`config.mk`:
```
export PLATFORM = sky130hd
export DESIGN_NAME = load_store_unit
export DESIGN_NICKNAME = d
export VERILOG_FILES = /design/src/rtl/load_store_unit.sv
export SDC_FILE = /design/constraint.sdc
export NUM_CORES = 1
export LEC_CHECK = 0
export BUFFER_PORTS_ARGS = -buffer_cell sky130_fd_sc_hd__buf_2
export CORE_MARGIN = 2
export CORE_UTILIZATION = 50
export DETAILED_ROUTE_END_ITERATION = 16
export PLACE_DENSITY = 0.8
export SYNTH_ARGS = -nofsm -noshare
export SYNTH_HDL_FRONTEND = slang
export SYNTH_SLANG_ARGS = --single-unit
export TNS_END_PERCENT = 20
```
`constraint.sdc`:
```
create_clock -name clk -period 3.9 [get_ports clk]
set_input_delay 0.78 -clock clk [delete_from_list [all_inputs] [get_ports clk]]
set_output_delay 0.78 -clock clk [all_outputs]
set_load 0.03 [all_outputs]
```
`src/rtl/load_store_unit.sv`:
```
// Memory-stage load/store unit: one decoded access at a time over a valid/ack word port.
// Define LSU_TIMEOUT_EN to abort accesses that wait TIMEOUT cycles without an ack.
module load_store_unit #(
   parameter int TIMEOUT = 255
) (
   input  logic        clk,
   input  logic        rst,
   input  logic        req_valid,
   input  logic [2:0]  ldst_ctrl,
   input  logic [31:0] addr,
   input  logic [31:0] store_data,
   output logic        stall,
   output logic [31:0] load_data,
   output logic        load_valid,
   output logic        misalign,
   output logic        bus_err,
   output logic        mem_req,
   output logic [31:0] mem_addr,
   output logic [3:0]  mem_we,
   output logic [31:0] mem_wdata,
   input  logic        mem_ack,
   input  logic [31:0] mem_rdata
);

   localparam logic [2:0] LP_LB  = 3'd0;
   localparam logic [2:0] LP_LH  = 3'd1;
   localparam logic [2:0] LP_LW  = 3'd2;
   localparam logic [2:0] LP_LBU = 3'd3;
   localparam logic [2:0] LP_LHU = 3'd4;
   localparam logic [2:0] LP_SB  = 3'd5;
   localparam logic [2:0] LP_SH  = 3'd6;
   localparam logic [2:0] LP_SW  = 3'd7;

   if (TIMEOUT < 1 || TIMEOUT > 255) begin : g_bad_timeout
      $error("load_store_unit: TIMEOUT must be in 1..255");
   end

   typedef enum logic [1:0] {S_IDLE, S_ACCESS, S_DONE} state_t;

   state_t      r_state;
   state_t      w_state_next;
   logic [2:0]  r_ctrl;
   logic [31:0] r_addr;
   logic [31:0] r_sdata;
   logic [31:0] r_load_data;
   logic        r_misalign;
   logic        r_load_done;

   logic        w_misalign_req;
   logic        w_is_load;
   logic [7:0]  w_byte;
   logic [15:0] w_half;
   logic [31:0] w_ext;
   logic [3:0]  w_we;
   logic [31:0] w_wdata;
   logic        w_tmo;

`ifdef LSU_TIMEOUT_EN
   logic [7:0]  r_cnt;
   logic        r_bus_err;
   assign w_tmo = (r_state == S_ACCESS) && !mem_ack && (r_cnt == 8'(TIMEOUT - 1));
`else
   assign w_tmo = 1'b0;
`endif

   always_comb begin
      w_misalign_req = 1'b0;
      case (ldst_ctrl)
         LP_LH, LP_LHU, LP_SH: w_misalign_req = addr[0];
         LP_LW, LP_SW:         w_misalign_req = |addr[1:0];
         default:              w_misalign_req = 1'b0;
      endcase
   end

   assign w_is_load = (r_ctrl <= LP_LHU);
   assign w_byte    = mem_rdata[{r_addr[1:0], 3'b000} +: 8];
   assign w_half    = r_addr[1] ? mem_rdata[31:16] : mem_rdata[15:0];

   always_comb begin
      w_ext = 32'h0;
      case (r_ctrl)
         LP_LB:   w_ext = {{24{w_byte[7]}}, w_byte};
         LP_LH:   w_ext = {{16{w_half[15]}}, w_half};
         LP_LW:   w_ext = mem_rdata;
         LP_LBU:  w_ext = {24'h0, w_byte};
         LP_LHU:  w_ext = {16'h0, w_half};
         default: w_ext = 32'h0;
      endcase
   end

   // Lane enables and replicated data are derived only from the latched request.
   always_comb begin
      w_we    = 4'b0000;
      w_wdata = 32'h0;
      case (r_ctrl)
         LP_SB: begin
            w_we    = 4'b0001 << r_addr[1:0];
            w_wdata = {4{r_sdata[7:0]}};
         end
         LP_SH: begin
            w_we    = r_addr[1] ? 4'b1100 : 4'b0011;
            w_wdata = {2{r_sdata[15:0]}};
         end
         LP_SW: begin
            w_we    = 4'b1111;
            w_wdata = r_sdata;
         end
         default: begin
            w_we    = 4'b0000;
            w_wdata = 32'h0;
         end
      endcase
   end

   always_ff @(posedge clk or posedge rst) begin
      if (rst) r_state <= S_IDLE;
      else     r_state <= w_state_next;
   end

   always_comb begin
      w_state_next = r_state;
      case (r_state)
         S_IDLE: begin
            if (req_valid) w_state_next = w_misalign_req ? S_DONE : S_ACCESS;
         end
         S_ACCESS: begin
            if (mem_ack || w_tmo) w_state_next = S_DONE;
         end
         S_DONE:  w_state_next = S_IDLE;
         default: w_state_next = S_IDLE;
      endcase
   end

   always_ff @(posedge clk or posedge rst) begin
      if (rst) begin
         r_ctrl      <= 3'd0;
         r_addr      <= 32'h0;
         r_sdata     <= 32'h0;
         r_load_data <= 32'h0;
         r_misalign  <= 1'b0;
         r_load_done <= 1'b0;
`ifdef LSU_TIMEOUT_EN
         r_cnt       <= 8'd0;
         r_bus_err   <= 1'b0;
`endif
      end else begin
         case (r_state)
            S_IDLE: begin
               if (req_valid) begin
                  r_ctrl      <= ldst_ctrl;
                  r_addr      <= addr;
                  r_sdata     <= store_data;
                  r_misalign  <= w_misalign_req;
                  r_load_done <= 1'b0;
`ifdef LSU_TIMEOUT_EN
                  r_cnt       <= 8'd0;
                  r_bus_err   <= 1'b0;
`endif
               end
            end
            S_ACCESS: begin
               if (mem_ack) begin
                  if (w_is_load) begin
                     r_load_data <= w_ext;
                     r_load_done <= 1'b1;
                  end
`ifdef LSU_TIMEOUT_EN
               end else if (w_tmo) begin
                  r_bus_err <= 1'b1;
               end else begin
                  r_cnt <= r_cnt + 8'd1;
`endif
               end
            end
            default: begin
               r_misalign  <= 1'b0;
               r_load_done <= 1'b0;
`ifdef LSU_TIMEOUT_EN
               r_bus_err   <= 1'b0;
`endif
            end
         endcase
      end
   end

   always_comb begin
      stall      = ((r_state == S_IDLE) && req_valid) || (r_state == S_ACCESS);
      mem_req    = (r_state == S_ACCESS);
      mem_addr   = {r_addr[31:2], 2'b00};
      mem_we     = (r_state == S_ACCESS) ? w_we : 4'b0000;
      mem_wdata  = (r_state == S_ACCESS) ? w_wdata : 32'h0;
      load_data  = r_load_data;
      load_valid = (r_state == S_DONE) && r_load_done;
      misalign   = (r_state == S_DONE) && r_misalign;
`ifdef LSU_TIMEOUT_EN
      bus_err    = (r_state == S_DONE) && r_bus_err;
`else
      bus_err    = 1'b0;
`endif
   end

endmodule

```
* Yosys cells after proc, flatten, opt, wreduce, memory -nomap -nowiden
Cells that the tools add are included.
Cells by class: order comparisons 1, equal/unequal tests 17, shift operators 2, mux-type cells 18, bitwise operators 1, reductions and logical operators 14
Operators by type and width (count):
- $pmux 32 s5 | 1
- $pmux 32 s3 | 1
- $mux 32 | 1
- $shiftx 32x6->8 | 1
- $eq 3x3->1 const B | 7
- $mux 16 | 1
- $pmux 4 s3 | 1
- $eq 3x2->1 const B | 3
- $mux 4 | 2
- $eq 3x1->1 const B | 2
- $mux 2 | 3
- $pmux 1 s2 | 3
- $reduce_and 2->1 | 3
- $reduce_and 3->1 | 2
- $mux 1 | 4
- $ne 2x1->1 const B | 2
- $pmux 2 s2 | 1
- $reduce_or 2->1 | 2
- $shl 1x2->4 const A | 1
- $le 3x3->1 const B | 1
- $logic_and 1x1->1 | 3
- $logic_not 3->1 | 1
- $reduce_or 3->1 | 1
- $eq 2x1->1 const B | 1
- 5 further kinds | 5
Storage, ports and cells: bits in registers 103

* Depth between registers and ports, before layout
Gate-level depths: netlist (run 1).
word-level depth 6, mapped depth 7, depth with buffers taken out 4

* Worst setup path before layout (run 1)
No wires, ideal clock.
path type register to output, start register r_ctrl[0], end output mem_wdata[31], arrival time 1817 ps, data required time 3120 ps, slack 1303 ps, cell stages (with the launch flop) 6, buffers on the path 3, path through dfrtp_1 buf_2 buf_2 buf_2 a21oi_1 a211oi_1
Between the ends: word-level cells in the longest chain between the ends 3
RTL lines:
- start, declared | RTL line 42 | logic [2:0] r_ctrl;
- start signal, assigned | RTL line 150 | r_ctrl <= ldst_ctrl;
- $eq 3x3->1 | RTL line 95 | case (r_ctrl)
- $pmux 32 s3 * | RTL line 95
- $mux 32 * | RTL line 191 | mem_wdata = (r_state == S_ACCESS) ? w_wdata : 32'h0;
- end, declared | RTL line 20 | output logic [31:0] mem_wdata,
Every way passes the cells marked *; elsewhere a longest branch is shown, timed or not.

* Worst setup path after layout (run 1)
start register r_state[1], end output mem_wdata[30]
Between the ends: word-level cells in the longest chain between the ends 2
RTL lines:
- start, declared | RTL line 40 | state_t r_state;
- start signal, assigned | RTL line 117 | else r_state <= w_state_next;
- $eq 2x1->1 | RTL line 191
- $mux 32 | RTL line 191
No other way between the ends.

==> flow_metrics.py, run 1 <==
metrics = {
    "die": {
        "die_w_um": 111,
        "ioPinCount": 208,
        "floorplan.core_area_um2": 11000,
        "initial_util_pct": 51.8,
        "row_count": 38,
        "dieHeight_um": 111,
        "floorplan.die_area_um2": 12200,
    },
    "clock_tree": {
        "cts_htree_levels": 3,
        "cts_max_path_buffers": 2,
        "cts_resized": 0,
        "clock_latency_on_the_worst_skew_pair_ns": 0.35,
        "tritoncts": "done",
        "number_of_buffers_added_to_fix_hold_violations_after_cts": 0,
        "clock_slew_at_the_register_clock_pins_of_the_worst_setup_and_hold_paths_ns": 0.07,
        "cts_inserted_buffers": 9,
        "cts_root_buf": "sky130_fd_sc_hd__clkbuf_16",
        "tritoncts_num_sinks": 103,
        "cts_post_setup_buffers_inserted": 0,
    },
    "timing": {
        "unrepaired_setup_endpoints_after_global_routing": "false",
        "final_period_minus_worst_setup_slack_ns": 3.24,
        "number_of_endpoints_failing_setup_at_the_final_stage": 0,
        "achievable-frequency_mhz": 309,
        "fin_clk_skew_ns": 0.00593,
        "finalHoldWorstSlack_ns": 0.505,
        "slew-limit-headroom_pct": 32.2,
        "setup_total_negative_slack_ns": 0,
        "final_max_slew_viol_count": 0,
        "final_count_of_hold_timing_violations": 0,
        "timing_worst_slew_pin_value_ns": 1.01,
        "finalCritPeriodShare_pct": 83.0,
    },
    "drt": {
        "ant_nets": 0,
        "drt-total-wl_um": 15500,
        "via_count": 4740,
        "detail_route.vias_per_cell": 5.66,
        "dr.pass1.iters": 5,
        "wire_per_inst_um": 18.5,
        "drc": 0,
        "drtIter0Drc": 424,
    },
    "critical_path": {
        "reg2reg_from": "r_addr[0]$_DFFE_PP0P_",
        "critical_path.cell_chain": "nand3b_1 > buf_4 > nor2_1 > and2_1 > o2bb2ai_1 > buf_2",
        "critical_path.top_delay_family": "simple AND/OR/NAND/NOR gates",
        "cp_slowest_cell": "sky130_fd_sc_hd__dfrtp_1",
        "worst_ep_required_time_ns": 3.12,
        "critical_path_class": "flip-flop to output pin",
        "critical_path.max_fanout": 23,
        "endpoint_kind": "output pin",
        "critical_path.max_stage_delay_ns": 0.48,
        "reg2reg_depth": 4,
        "cp-start-kind": "flip-flop",
        "worst_ep_arrival_time_ns": 2.46,
        "worstReg2RegEnd": "load_data[16]$_DFFE_PP0P_",
        "register_to_register_setup_slack_ns": 1.19,
        "critPathBufInv": 2,
    },
    "hold_path": {
        "hold_path_startpoint": "r_addr[7]$_DFFE_PP0P_",
        "worst_hold_path_type": "flip-flop to flip-flop",
        "worstHoldPathCells": 1,
        "worstHoldEndpoint": "r_addr[7]$_DFFE_PP0P_",
    },
    "power": {
        "pwr_density_cell_nw_per_um2": 839,
        "leakagePower_nw": 3.17,
        "p_int_mw": 3.12,
        "power_frac_clock_pct": 14.9,
        "power.sequential.fraction_pct": 34.6,
        "switching_share_pct": 45.6,
        "comb_power_share_pct": 50.5,
        "switchingPower_mw": 2.61,
        "vdd_drop_max_uv": 494,
    },
    "synth": {
        "avgSynthCellArea_um2": 10.6,
        "number_of_enable_type_register_cells_in_the_synthesized_netlist": 0,
        "synthDistinctLibCells": 48,
        "yosysSeqAreaShare_pct": 45.3,
        "synth.cell_area_um2": 5690,
        "synth-seq-cells": 103,
        "top_cells_by_area_synth": "sky130_fd_sc_hd__dfrtp_1 45%, sky130_fd_sc_hd__mux2_2 16%, sky130_fd_sc_hd__buf_4 4.4%",
        "synth.top_cells.by_count": "103 x sky130_fd_sc_hd__dfrtp_1, 80 x sky130_fd_sc_hd__mux2_2, 54 x sky130_fd_sc_hd__nor2_1",
        "synth.most_common_cell": "sky130_fd_sc_hd__dfrtp_1",
        "synthesis_warnings": 0,
        "area_share_of_the_largest_cell_type_after_synthesis_pct": 45.3,
        "proportion_of_synthesized_flip_flops_having_asynchronous_set_or_reset_pct": 100,
        "synth_top_cell_by_area": "sky130_fd_sc_hd__dfrtp_1",
        "synthCells": 539,
        "dominantRegCellSynth": "sky130_fd_sc_hd__dfrtp_1",
    },
    "global_route": {
        "grt_use_met3_pct": 6.72,
        "grt_util_met2_pct": 40.6,
        "globalRouteMet1Util_pct": 32.3,
        "grt_most_used_layer": "met2",
        "grt_util_all_layers_pct": 25.3,
        "grt_pass1_vias": 4764,
        "grt_pass1_wl_um": 24700,
        "largest_net_degree_at_the_start_of_global_routing": 72,
        "antenna_found_initial": 0,
        "grt_remaining_overflow": 0,
    },
    "outcome": {
        "run_status": "complete, no violations",
    },
    "layout": {
        "final_core_util_pct": 62.2,
        "antenna_cells": 0,
        "finalNetCount": 795,
        "fraction_of_final_layout_cells_sized_beyond_drive_strength_1_pct": 47.3,
        "flow.area_growth_from_synthesis_pct": 20.2,
    },
    "run": {
        "number_of_violations_of_the_max_capacitance_limit": 0,
    },
    "placement": {
        "gp_congestion": 0.907,
        "port-buffer-count": 204,
        "place_hpwl_um": 11400,
    },
}
## cell type report
type | instances | area, µm²
flip-flops and latches | 103 | 2580
clock buffers | 12 | 256
multi-input cells | 364 | 2690
repair buffers | 212 | 1110
fillers | 904 | 4150
well taps | 140 | 175
inverters | 2 | 10.0
clock inverters | 4 | 20.0
## flip-flops by register name (all words and copies together), names as in the netlist
name / count
r_ctrl: 3
r_state: 2
r_addr: 32
r_misalign: 1
load_data: 32
r_load_done: 1
r_sdata: 32
## power groups by stage
| stage | Clock, mW | Combinational (mW) | Sequential, mW |
|---|---|---|---|
| 2_1_floorplan | 0 | 2.13 | 2.15 |
| 3_3_place_gp | 0 | 2.83 | 1.96 |
| 3_5_place_dp | 0 | 2.90 | 1.99 |
| 4_1_cts | 0.871 | 2.92 | 1.98 |
| 5_1_grt | 0.908 | 3.11 | 2.05 |
| 6_report | 0.855 | 2.90 | 1.98 |
## worst reg2reg max path, stage by stage (launching register included)
cell and delay [ns]:
sky130_fd_sc_hd__dfrtp_1 1.01, sky130_fd_sc_hd__mux4_2 0.66, sky130_fd_sc_hd__or2_4 0.26, sky130_fd_sc_hd__a21oi_4 0.48, sky130_fd_sc_hd__a21oi_1 0.16
## cells in the final DEF (no fill, tap or decap), types with 2 or more instances in the layout
master                      count
sky130_fd_sc_hd__a32oi_1        2
sky130_fd_sc_hd__and3b_1        4
sky130_fd_sc_hd__a22oi_1       25
sky130_fd_sc_hd__clkbuf_16      9
sky130_fd_sc_hd__nand2b_1      11
sky130_fd_sc_hd__clkinv_2       4
sky130_fd_sc_hd__o2bb2ai_1      7
sky130_fd_sc_hd__nor4b_1        2
sky130_fd_sc_hd__buf_12         2
sky130_fd_sc_hd__a21o_1         6
sky130_fd_sc_hd__buf_2        204
sky130_fd_sc_hd__nand3b_1       6
sky130_fd_sc_hd__nand2_1       25
sky130_fd_sc_hd__buf_4          6
sky130_fd_sc_hd__nor3b_2        2
sky130_fd_sc_hd__xor2_1         2
sky130_fd_sc_hd__mux2_2        80
sky130_fd_sc_hd__a21oi_1       32
sky130_fd_sc_hd__a211oi_1       7
sky130_fd_sc_hd__a21oi_2       11
sky130_fd_sc_hd__or2_2          2
sky130_fd_sc_hd__nor2b_1        4
sky130_fd_sc_hd__nor3_1         9
sky130_fd_sc_hd__and2_1        14
sky130_fd_sc_hd__mux2i_1       16
sky130_fd_sc_hd__conb_1         3
sky130_fd_sc_hd__a221oi_1       6
sky130_fd_sc_hd__clkbuf_8       2
sky130_fd_sc_hd__o21ai_0       10
sky130_fd_sc_hd__nor2_1        53
sky130_fd_sc_hd__a41oi_1        2
sky130_fd_sc_hd__a31oi_1        7
sky130_fd_sc_hd__dfrtp_1      102
## worst max-delay path by stage
stage,end,startpoint,slack (ns),cells past startpoint
finish,mem_wdata[30],r_state[1]$_DFFE_PP0P_,0.66,6
floorplan,load_data[0]$_DFFE_PP0P_,rst,0.42,1
global route,mem_wdata[26],r_state[1]$_DFFE_PP0P_,0.53,6
CTS,mem_wdata[25],r_state[1]$_DFFE_PP0P_,0.70,6
detailed placement,mem_wdata[25],r_state[1]$_DFFE_PP0P_,1.08,6
global placement,mem_wdata[30],r_state[1]$_DFFE_PP0P_,1.24,6
## cells by family after synthesis
family,synth area share (%)
buffers and inverters,7.68
DFF,45.3
muxes,19.0
other,0.0659
and+or+nand+nor,12.6
AOI/OAI and AO/OA,14.8
xor gates and xnor gates,0.462
## routing by layer
| layer | wire length, µm | part of all wire (%) |
|---|---|---|
| met5 | 0 | 0 |
| met4 | 448 | 2.9 |
| met1 | 6310 | 41 |
| met3 | 1360 | 8.8 |
| met2 | 7390 | 48 |
## through the flow
stage | power, mW | instances | instance area [µm²] | setup slack (ns)
after floorplan | 4.28 | 541 | 5700 | 0.416
after global placement | 4.79 | 821 | 6560 | 1.24
after detailed placement | 4.89 | 821 | 6560 | 1.08
final | 5.74 | 837 | 6840 | 0.663
after CTS | 5.76 | 837 | 6840 | 0.695
after global routing | 6.07 | 837 | 6840 | 0.532
(Power assumes the default switching activity.)
==> inputs of run 2 (changes only) <==
--- a/config.mk
+++ b/config.mk
@@ -5,11 +5,12 @@
 export SDC_FILE = /design/constraint.sdc
 export NUM_CORES = 1
 export LEC_CHECK = 0
+export ABC_AREA = 1
 export BUFFER_PORTS_ARGS = -buffer_cell sky130_fd_sc_hd__buf_2
 export CORE_MARGIN = 2
-export CORE_UTILIZATION = 50
+export CORE_UTILIZATION = 45
 export DETAILED_ROUTE_END_ITERATION = 16
-export PLACE_DENSITY = 0.8
+export PLACE_DENSITY = 0.76
 export SYNTH_ARGS = -nofsm -noshare
 export SYNTH_HDL_FRONTEND = slang
 export SYNTH_SLANG_ARGS = --single-unit
==> constraint.sdc (replaced) <==
create_clock -name clk -period 2.7 [get_ports clk]
set_input_delay 0.54 -clock clk [delete_from_list [all_inputs] [get_ports clk]]
set_output_delay 0.54 -clock clk [all_outputs]
set_load 0.03 [all_outputs]
==> flow_metrics.py, run 2 <==
metrics = {
    "synth": {
        "yosys.area_share.simple_pct": 22.1,
        "synth-compound-area-share_pct": 9.84,
        "synth-xor-area-share_pct": 0.158,
        "synth-seq-cells": 103,
        "area_share_of_the_largest_cell_type_after_synthesis_pct": 46.4,
        "muxShareOfSynthArea_pct": 9.73,
        "proportion_of_synthesized_flip_flops_having_asynchronous_set_or_reset_pct": 100,
        "avgSynthCellArea_um2": 8.23,
        "synthesis_warnings": 0,
        "synth.top_cells.by_count": "159 x sky130_fd_sc_hd__nor2_1, 106 x sky130_fd_sc_hd__nand2_1, 103 x sky130_fd_sc_hd__dfrtp_1",
        "synth.most_common_cell": "sky130_fd_sc_hd__nor2_1",
        "synth.cell_area_um2": 5550,
        "synth-adder-area-share_pct": 0,
        "dominant_combinational_cell_family_by_area_after_synthesis": "simple AND/OR/NAND/NOR gates",
        "top_cells_by_area_synth": "sky130_fd_sc_hd__dfrtp_1 46%, sky130_fd_sc_hd__nor2_1 11%, sky130_fd_sc_hd__mux2_2 9.7%",
        "synthDistinctLibCells": 29,
        "synthCells": 675,
        "synth_top_cell_by_area": "sky130_fd_sc_hd__dfrtp_1",
        "dominantRegCellSynth": "sky130_fd_sc_hd__dfrtp_1",
        "yosysSeqAreaShare_pct": 46.4,
        "number_of_enable_type_register_cells_in_the_synthesized_netlist": 0,
    },
    "layout": {
        "antenna_cells": 0,
        "flow.area_growth_from_synthesis_pct": 21.4,
        "layout_commonest_cell": "sky130_fd_sc_hd__buf_2",
        "final_core_util_pct": 56.2,
        "fin_area_um2": 6750,
        "fraction_of_final_layout_cells_sized_beyond_drive_strength_1_pct": 35.7,
        "layout.filler_cells": 1136,
        "layout.cells.most_common_list": "204 x sky130_fd_sc_hd__buf_2, 159 x sky130_fd_sc_hd__nor2_1, 105 x sky130_fd_sc_hd__nand2_1",
        "finalNetCount": 944,
    },
    "placement": {
        "placed_area_um2": 6450,
        "port-buffer-count": 204,
        "gp_congestion": 0.934,
        "place_hpwl_um": 11400,
    },
    "critical_path": {
        "critical_path_class": "flip-flop to output pin",
        "reg2reg_depth": 8,
        "reg2reg_from": "r_ctrl[0]$_DFFE_PP0P_",
        "cp-start-kind": "flip-flop",
        "register_to_register_setup_slack_ns": 0.83,
        "worstReg2RegEnd": "load_data[4]$_DFFE_PP0P_",
        "worst_ep_required_time_ns": 2.16,
        "worst_ep_arrival_time_ns": 1.94,
        "critical_path.max_fanout": 8,
        "endpoint_kind": "output pin",
    },
    "drt": {
        "detail_route.vias_per_cell": 5.11,
        "drc": 0,
        "drtIter0Drc": 410,
        "dr.pass1.iters": 5,
        "ant_nets": 0,
        "via_count": 5078,
        "drt-total-wl_um": 15200,
        "wire_per_inst_um": 15.3,
    },
    "clock_tree": {
        "tritoncts": "done",
        "cts_htree_levels": 3,
        "cts_resized": 0,
        "cts_root_buf": "sky130_fd_sc_hd__clkbuf_16",
        "cts_max_path_buffers": 2,
        "cts_inserted_buffers": 9,
        "clock_latency_on_the_worst_skew_pair_ns": 0.35,
        "clock_slew_at_the_register_clock_pins_of_the_worst_setup_and_hold_paths_ns": 0.07,
        "number_of_buffers_added_to_fix_hold_violations_after_cts": 0,
        "cts_post_setup_buffers_inserted": 0,
        "tritoncts_num_sinks": 103,
    },
    "power": {
        "switching_share_pct": 48.1,
        "p_int_mw": 4.57,
        "leakagePower_nw": 3.57,
        "power.sequential.fraction_pct": 31.9,
        "switchingPower_mw": 4.23,
        "comb_power_share_pct": 53.8,
        "totalPowerFinal_mw": 8.80,
        "power_frac_clock_pct": 14.3,
        "pwr_density_cell_nw_per_um2": 1300,
        "vdd_drop_max_uv": 695,
    },
    "die": {
        "dieHeight_um": 115,
        "initial_util_pct": 46.2,
        "floorplan.die_area_um2": 13200,
        "row_count": 40,
        "die_w_um": 115,
        "ioPinCount": 208,
        "floorplan.core_area_um2": 12000,
    },
    "global_route": {
        "grt_pass1_wl_um": 24200,
        "antenna_found_initial": 0,
        "largest_net_degree_at_the_start_of_global_routing": 67,
        "grt_pass1_vias": 4950,
        "grt_remaining_overflow": 0,
        "grt_util_all_layers_pct": 23.5,
    },
    "timing": {
        "final_period_minus_worst_setup_slack_ns": 2.48,
        "fin_clk_skew_ns": 0.00667,
        "timing_worst_slew_pin_value_ns": 0.681,
        "setup_total_negative_slack_ns": 0,
        "slew-limit-headroom_pct": 54.5,
        "achievable-frequency_mhz": 403,
        "unrepaired_setup_endpoints_after_global_routing": "false",
        "final_max_slew_viol_count": 0,
        "number_of_endpoints_failing_setup_at_the_final_stage": 0,
        "finalCritPeriodShare_pct": 92.0,
        "final_count_of_hold_timing_violations": 0,
        "finalHoldWorstSlack_ns": 0.289,
    },
    "run": {
        "number_of_violations_of_the_max_capacitance_limit": 0,
    },
    "hold_path": {
        "worst_hold_path_type": "primary input to async pin",
    },
    "outcome": {
        "run_status": "complete, no violations",
    },
}
[run 2: changes by cell type after synthesis, sizes merged, moves of 16 or more]
cell / previous run / this run
clkbuf: 18 / 2
nor2: 54 / 164
o21ai: 10 / 51
nand3: 1 / 25
mux2: 80 / 48
mux2i: 16 / 0
inv: 2 / 54
a22oi: 25 / 4
nand2: 25 / 111
[run 2: cell families (layout without fill, tap and decap cells)]
kind of cell / after synthesis / count (layout)
simple gates: 303 / 303
mux: 48 / 48
other cells: 1 / 3
buf+inv: 116 / 285
flops: 103 / 103
compound gates: 103 / 103
xor+xnor: 1 / 1
[run 2: layout make-up]
cell class | instances | area (µm²) | area share (%)
clock buffer | 13 | 260 | 3.86
clock inverter | 3 | 25.0 | 0.371
inverter | 54 | 206 | 3.06
multi-input combinational | 458 | 2350 | 34.8
sequential | 103 | 2580 | 38.2
tap | 147 | 184 | 2.73
timing repair buffer | 215 | 1140 | 16.9
[run 2: worst max-delay path by stage]
| stage | slack (ns) | start | cells after the start | to |
|---|---|---|---|---|
| after detailed placement | 0.43 | r_ctrl[2]$_DFFE_PP0P_ | 5 | mem_wdata[8] |
| after global placement | 0.43 | r_ctrl[2]$_DFFE_PP0P_ | 5 | mem_we[1] |
| after global routing | 0.01 | r_ctrl[1]$_DFFE_PP0P_ | 8 | mem_we[3] |
| final | 0.22 | r_state[1]$_DFFE_PP0P_ | 6 | mem_wdata[19] |
| after CTS | 0.04 | r_ctrl[2]$_DFFE_PP0P_ | 5 | mem_wdata[8] |
| after floorplan | 0.33 | r_state[1]$_DFFE_PP0P_ | 5 | mem_wdata[16] |
[run 2: stage by stage]
| stage | setup slack, ns | cells |
|---|---|---|
| floorplan | 0.328 | 677 |
| global placement | 0.434 | 977 |
| detailed placement | 0.434 | 977 |
| CTS | 0.0370 | 993 |
| global route | 0.0144 | 993 |
| finish | 0.216 | 993 |
[run 2: power groups by stage]
stage          Sequential [mW]  Clock [mW]  Combinational (mW)
6_report                  2.81        1.26                4.73
5_1_grt                   2.90        1.35                5.19
4_1_cts                   2.80        1.28                4.74
3_5_place_dp              2.82           0                4.73
3_3_place_gp              2.80           0                4.67
2_1_floorplan             3.20           0                3.43
[run 2: worst max-delay path, stage by stage (launching register included)]
cell and delay [ns]:
sky130_fd_sc_hd__dfrtp_1 0.46, sky130_fd_sc_hd__nor2_4 0.26, sky130_fd_sc_hd__inv_2 0.08, sky130_fd_sc_hd__nor2_4 0.18
sky130_fd_sc_hd__nand2_1 0.13, sky130_fd_sc_hd__o21ai_0 0.24, sky130_fd_sc_hd__buf_2 0.25
[run 2: per-layer routing]
metal / GRT usage (%) / routed length (µm)
met1: 29.8 / 6380
met3: 6.06 / 1280
met5: 0 / 0
met4: 8.76 / 345
met2: 38.9 / 7150
